==> src/rtl/shift_exec_pipe.sv <==
// Two-stage 64-bit shift execution pipe (SLL/SRL/SRA plus 32-bit word forms)
// with valid/ready handshakes, flush and in-order result delivery.

module funnel_shifter #(
    parameter  int unsigned LG_W = 6,
    localparam int unsigned W    = 1 << LG_W
) (
    input  logic [W-1:0]    hi,
    input  logic [W-1:0]    lo,
    input  logic [LG_W-1:0] shamt,
    output logic [W-1:0]    y
);
    always_comb begin
        y = W'({hi, lo} >> shamt);
    end
endmodule

module shift_exec_pipe #(
    parameter int unsigned TAG_W = 6
) (
    input  logic             clk,
    input  logic             reset_n,
    input  logic             flush,
    input  logic             in_valid,
    output logic             in_ready,
    input  logic [2:0]       in_op,
    input  logic [63:0]      in_rs1,
    input  logic [63:0]      in_rs2,
    input  logic [TAG_W-1:0] in_tag,
    output logic             out_valid,
    input  logic             out_ready,
    output logic [63:0]      out_result,
    output logic [TAG_W-1:0] out_tag,
    output logic             out_illegal
);
    logic             a_valid_q, a_valid_d;
    logic [63:0]      a_data_q, a_data_d;
    logic [5:0]       a_shamt_q, a_shamt_d;
    logic             a_left_q, a_left_d;
    logic             a_signed_q, a_signed_d;
    logic             a_word_q, a_word_d;
    logic             a_illegal_q, a_illegal_d;
    logic [TAG_W-1:0] a_tag_q, a_tag_d;

    logic             b_valid_q, b_valid_d;
    logic [63:0]      b_result_q, b_result_d;
    logic [TAG_W-1:0] b_tag_q, b_tag_d;
    logic             b_illegal_q, b_illegal_d;

    logic             a_adv;
    logic             accept;
    logic [63:0]      fs_hi, fs_lo, fs_y;
    logic [5:0]       fs_shamt;
    logic             unused_rs2_hi;

    always_comb begin
        a_adv    = a_valid_q && (!b_valid_q || out_ready);
        in_ready = reset_n && !flush && (!a_valid_q || a_adv);
        accept   = in_valid && in_ready;
        unused_rs2_hi = ^in_rs2[63:6];
    end

    // Stage A: operand formatting and op decode
    always_comb begin
        a_valid_d   = a_valid_q;
        a_data_d    = a_data_q;
        a_shamt_d   = a_shamt_q;
        a_left_d    = a_left_q;
        a_signed_d  = a_signed_q;
        a_word_d    = a_word_q;
        a_illegal_d = a_illegal_q;
        a_tag_d     = a_tag_q;
        if (flush) begin
            a_valid_d = 1'b0;
        end else if (accept) begin
            a_valid_d   = 1'b1;
            a_word_d    = in_op[2];
            a_left_d    = (in_op[1:0] == 2'b00);
            a_signed_d  = (in_op[1:0] == 2'b10);
            a_illegal_d = (in_op[1:0] == 2'b11);
            a_tag_d     = in_tag;
            a_shamt_d   = in_op[2] ? {1'b0, in_rs2[4:0]} : in_rs2[5:0];
            if (in_op[2] && in_op[1:0] == 2'b01)
                a_data_d = {32'h0, in_rs1[31:0]};
            else if (in_op[2] && in_op[1:0] == 2'b10)
                a_data_d = {{32{in_rs1[31]}}, in_rs1[31:0]};
            else
                a_data_d = in_rs1;
        end else if (a_adv) begin
            a_valid_d = 1'b0;
        end
    end

    // Left shifts reuse the right funnel: pre-shift by one, then shift by ~shamt (= 63 - shamt).
    always_comb begin
        if (a_left_q) begin
            fs_hi    = {1'b0, a_data_q[63:1]};
            fs_lo    = {a_data_q[0], 63'h0};
            fs_shamt = ~a_shamt_q;
        end else begin
            fs_hi    = {64{a_signed_q & a_data_q[63]}};
            fs_lo    = a_data_q;
            fs_shamt = a_shamt_q;
        end
    end

    funnel_shifter #(.LG_W(6)) u_funnel (
        .hi    (fs_hi),
        .lo    (fs_lo),
        .shamt (fs_shamt),
        .y     (fs_y)
    );

    // Stage B: result formatting; holds while the consumer stalls
    always_comb begin
        b_valid_d   = b_valid_q;
        b_result_d  = b_result_q;
        b_tag_d     = b_tag_q;
        b_illegal_d = b_illegal_q;
        if (flush) begin
            b_valid_d = 1'b0;
        end else if (a_adv) begin
            b_valid_d   = 1'b1;
            b_tag_d     = a_tag_q;
            b_illegal_d = a_illegal_q;
            if (a_illegal_q)
                b_result_d = '0;
            else if (a_word_q)
                b_result_d = {{32{fs_y[31]}}, fs_y[31:0]};
            else
                b_result_d = fs_y;
        end else if (out_ready) begin
            b_valid_d = 1'b0;
        end
    end

    always_ff @(posedge clk) begin
        if (!reset_n) begin
            a_valid_q   <= 1'b0;
            a_data_q    <= '0;
            a_shamt_q   <= '0;
            a_left_q    <= 1'b0;
            a_signed_q  <= 1'b0;
            a_word_q    <= 1'b0;
            a_illegal_q <= 1'b0;
            a_tag_q     <= '0;
            b_valid_q   <= 1'b0;
            b_result_q  <= '0;
            b_tag_q     <= '0;
            b_illegal_q <= 1'b0;
        end else begin
            a_valid_q   <= a_valid_d;
            a_data_q    <= a_data_d;
            a_shamt_q   <= a_shamt_d;
            a_left_q    <= a_left_d;
            a_signed_q  <= a_signed_d;
            a_word_q    <= a_word_d;
            a_illegal_q <= a_illegal_d;
            a_tag_q     <= a_tag_d;
            b_valid_q   <= b_valid_d;
            b_result_q  <= b_result_d;
            b_tag_q     <= b_tag_d;
            b_illegal_q <= b_illegal_d;
        end
    end

    always_comb begin
        out_valid   = b_valid_q;
        out_result  = b_result_q;
        out_tag     = b_tag_q;
        out_illegal = b_illegal_q;
    end
endmodule

==> config.mk <==
export PLATFORM = sky130hd
export DESIGN_NAME = shift_exec_pipe
export DESIGN_NICKNAME = d
export VERILOG_FILES = /design/src/rtl/shift_exec_pipe.sv
export SDC_FILE = /design/constraint.sdc
export NUM_CORES = 1
export LEC_CHECK = 0
export BUFFER_PORTS_ARGS = -buffer_cell sky130_fd_sc_hd__clkbuf_2
export CAP_MARGIN = 20
export CORE_UTILIZATION = 50
export DETAILED_ROUTE_END_ITERATION = 12
export PLACE_DENSITY = 0.81
export SETUP_SLACK_MARGIN = 0.05
export SLEW_MARGIN = 10
export SYNTH_ARGS = -nofsm -noshare
export SYNTH_HDL_FRONTEND = slang
export SYNTH_HIERARCHICAL = 1
export SYNTH_SLANG_ARGS = --single-unit
export TNS_END_PERCENT = 5
==> constraint.sdc <==
create_clock -name clk -period 4.29 [get_ports clk]
set_clock_uncertainty 0.15 [all_clocks]
set_input_delay 0.429 -clock clk [delete_from_list [all_inputs] [get_ports clk]]
set_output_delay 0.429 -clock clk [all_outputs]
set_load 0.005 [all_outputs]
==> impl_metrics.prom <==
# TYPE chip_impl_metric gauge
chip_impl_metric{name="antenna_left",unit=""} 0
chip_impl_metric{name="dp_hpwl",unit="um"} 46400
chip_impl_metric{name="synth_area_per_cell",unit="sq um"} 8.37
chip_impl_metric{name="floorplan.io_pins",unit=""} 215
chip_impl_metric{name="detail_route.first_pass.iterations",unit=""} 9
chip_impl_metric{name="worst_setup_hold_path_clk_slew",unit="ns"} 0.07
chip_impl_metric{name="power.static_leakage",unit="nW"} 6.54
chip_impl_metric{name="setup_tns",unit="ns"} 0
chip_impl_metric{name="final-setup-viol-count",unit=""} 0
chip_impl_metric{name="portbufs",unit=""} 156
chip_impl_metric{name="net_count_after_synthesis",unit=""} 1999
chip_impl_metric{name="dpl_worst_slack",unit="ns"} 0.382
chip_impl_metric{name="clockBufferDepth",unit=""} 2
chip_impl_metric{name="first_iter_violations",unit=""} 2292
chip_impl_info{name="mostFrequentLayoutCells",value="nand2_1, a21oi_1, mux2i_1, clkbuf_2, dfxtp_1"} 1
chip_impl_metric{name="grt_first_pass_wirelength",unit="um"} 90100
chip_impl_info{name="cp-start-kind",value="register"} 1
chip_impl_metric{name="htree_num_levels",unit=""} 4
chip_impl_metric{name="tightestPinTransition",unit="ns"} 1.04
chip_impl_metric{name="cts_resized",unit=""} 0
chip_impl_metric{name="number_of_sinks_driven_by_the_clock_tree",unit=""} 153
chip_impl_metric{name="detailroute.wirelength.met3",unit="um"} 6550
chip_impl_metric{name="worst-path-max-fanout",unit=""} 45
chip_impl_metric{name="hold_buffers",unit=""} 0
chip_impl_metric{name="maxSlewHeadroom",unit="%"} 30.6
chip_impl_metric{name="wl_per_cell",unit="um"} 25.6
chip_impl_info{name="cts_root_buffer",value="clkbuf_16"} 1
chip_impl_metric{name="antenna_violations_before_repair",unit=""} 0
chip_impl_metric{name="remaining_drc_errors",unit=""} 0
chip_impl_metric{name="setup.reg_to_reg.worst_slack",unit="ns"} 0.27
chip_impl_info{name="top_layer",value="met4"} 1
chip_impl_metric{name="grt_util_all_layers",unit="%"} 38.0
chip_impl_metric{name="detailroute.wirelength.met2",unit="um"} 27200
chip_impl_metric{name="placementRows",unit=""} 64
chip_impl_info{name="outcome",value="completed"} 1
chip_impl_metric{name="post_drt_via_cell_ratio",unit=""} 6.95
chip_impl_metric{name="syn2layout_area_growth",unit="%"} 12.9
chip_impl_metric{name="post_synth_instance_area",unit="sq um"} 15500
chip_impl_metric{name="post_cts_repair_timing_setup_buffer_count",unit=""} 0
chip_impl_info{name="unrepaired_setup_endpoints_after_global_routing",value="false"} 1
chip_impl_info{name="worstSetupEndpointType",value="register"} 1
chip_impl_metric{name="critical_path_arrival",unit="ns"} 4.19
chip_impl_metric{name="final_util",unit="%"} 57.4
chip_impl_metric{name="drive_above_1_share",unit="%"} 26.8
chip_impl_info{name="worstSetupPathType",value="reg -> reg"} 1
chip_impl_metric{name="grt_remaining_overflow",unit=""} 0
chip_impl_metric{name="vdd.ir_drop.worst",unit="V"} 0.000284
chip_impl_metric{name="worst_ep_required_time",unit="ns"} 4.46
chip_impl_metric{name="tritoncts_buffers",unit=""} 17
chip_impl_metric{name="synthesis.yosys.warnings",unit=""} 6
chip_impl_info{name="layout_commonest_cell",value="nand2_1"} 1
chip_impl_metric{name="first_global_vias",unit=""} 14700
chip_impl_metric{name="max_cap_viols",unit=""} 0
chip_impl_metric{name="gp_congestion",unit=""} 1.13
chip_impl_metric{name="antenna_cells",unit=""} 0
chip_impl_metric{name="std_cell_core_area",unit="sq um"} 30600
chip_impl_metric{name="routed_wirelength",unit="um"} 60100
chip_impl_metric{name="grt_max_degree",unit=""} 100
chip_impl_metric{name="die-area",unit="sq um"} 31800
chip_impl_info{name="tritoncts",value="done"} 1
chip_impl_metric{name="finalWorstSetupSlack",unit="ns"} 0.266
chip_impl_metric{name="maxSlewViolCount",unit=""} 0
chip_impl_metric{name="layout_worst_path_cycle_share",unit="%"} 93.8
chip_impl_metric{name="floorplan.initialDensity",unit="%"} 50.8
chip_impl_metric{name="num-fill-cells",unit=""} 2742
chip_impl_metric{name="clock.fmax",unit="GHz"} 0.249
chip_impl_metric{name="die_height",unit="um"} 178
chip_impl_info{name="holdCritPathClass",value="in -> reg"} 1
chip_impl_metric{name="period_minus_slack",unit="ns"} 4.02
chip_impl_metric{name="timing_hold_violations_final",unit=""} 0
chip_impl_metric{name="detail_route.wirelength.met1",unit="um"} 23600
chip_impl_metric{name="dr_total_vias",unit=""} 16300
chip_impl_metric{name="finalNetCount",unit=""} 2079
chip_impl_metric{name="later_pin_clock_latency_in_the_skew_report",unit="ns"} 0.46
chip_impl_metric{name="post_synthesis_instance_total",unit=""} 1857
chip_impl_metric{name="power_per_cell_area",unit="nW/um^2"} 224
chip_impl_metric{name="dieWidth",unit="um"} 178
-- final timing paths --
kind | startpoint | cells after the start | endpoint
max reg2reg | a_left_q | 11 | out_result[50]
max | a_left_q | 11 | out_result[50]
min | in_rs1[12] | 3 | a_data_q[12]
min reg2reg | a_tag_q[5] | 2 | out_tag[5]
-- per-layer routing --
| metal | track usage (%) | vias up |
|---|---|---|
| li1 | - | 7204 |
| met3 | 8.87 | 148 |
| met5 | 0 | - |
| met2 | 58.5 | 1087 |
| met1 | 50.7 | 7861 |
| met4 | 16.9 | 0 |
-- state kept, by name (all words and copies together) (netlist names) --
register and cells:
a_tag_q 6, a_shamt_q 6, out_valid 1, a_left_q 1, out_illegal 1, a_valid_q 1
a_word_q 1, a_data_q 64, out_tag 6, out_result 64, a_illegal_q 1, a_signed_q 1
-- layout make-up --
type | count | area, sq um | area share (%)
tap | 396 | 495 | 2.82
clock buffer | 21 | 480 | 2.74
timing repair buffer | 283 | 1870 | 10.7
multi-input combinational | 1474 | 11500 | 65.6
inverter | 8 | 31.3 | 0.178
clock inverter | 11 | 87.6 | 0.499
sequential | 153 | 3070 | 17.5
-- worst max-delay path: stages, from the launching register on --
cell and delay (ns):
dfxtp_4 0.59, nand3b_1 0.19, buf_4 0.39, nand2_1 0.21, mux4_2 0.54, mux2i_1 0.65
o22ai_1 0.17, nor2_1 0.38, o221ai_1 0.18, mux2i_1 0.21, or4_1 0.15, a21oi_1 0.06
-- per-stage QoR --
step	instance area, sq um	cells	total power, mW	hold WS (ns)
floorplan	15500	1857	2.12	0.290
global placement	17000	2314	2.42	0.299
detailed placement	17000	2314	2.43	0.315
CTS	17500	2346	3.91	0.0401
global route	17500	2346	4.05	0.0590
finish	17500	2346	3.93	0.0558
-- report_power, final --
part | switching, mW | internal [mW] | total (mW)
logic | 0.562 | 0.385 | 0.946
clock network | 0.684 | 0.809 | 1.49
registers | 0.0345 | 1.45 | 1.49
total | 1.28 | 2.64 | 3.93
No activity file was read; power rests on OpenSTA's default activity.
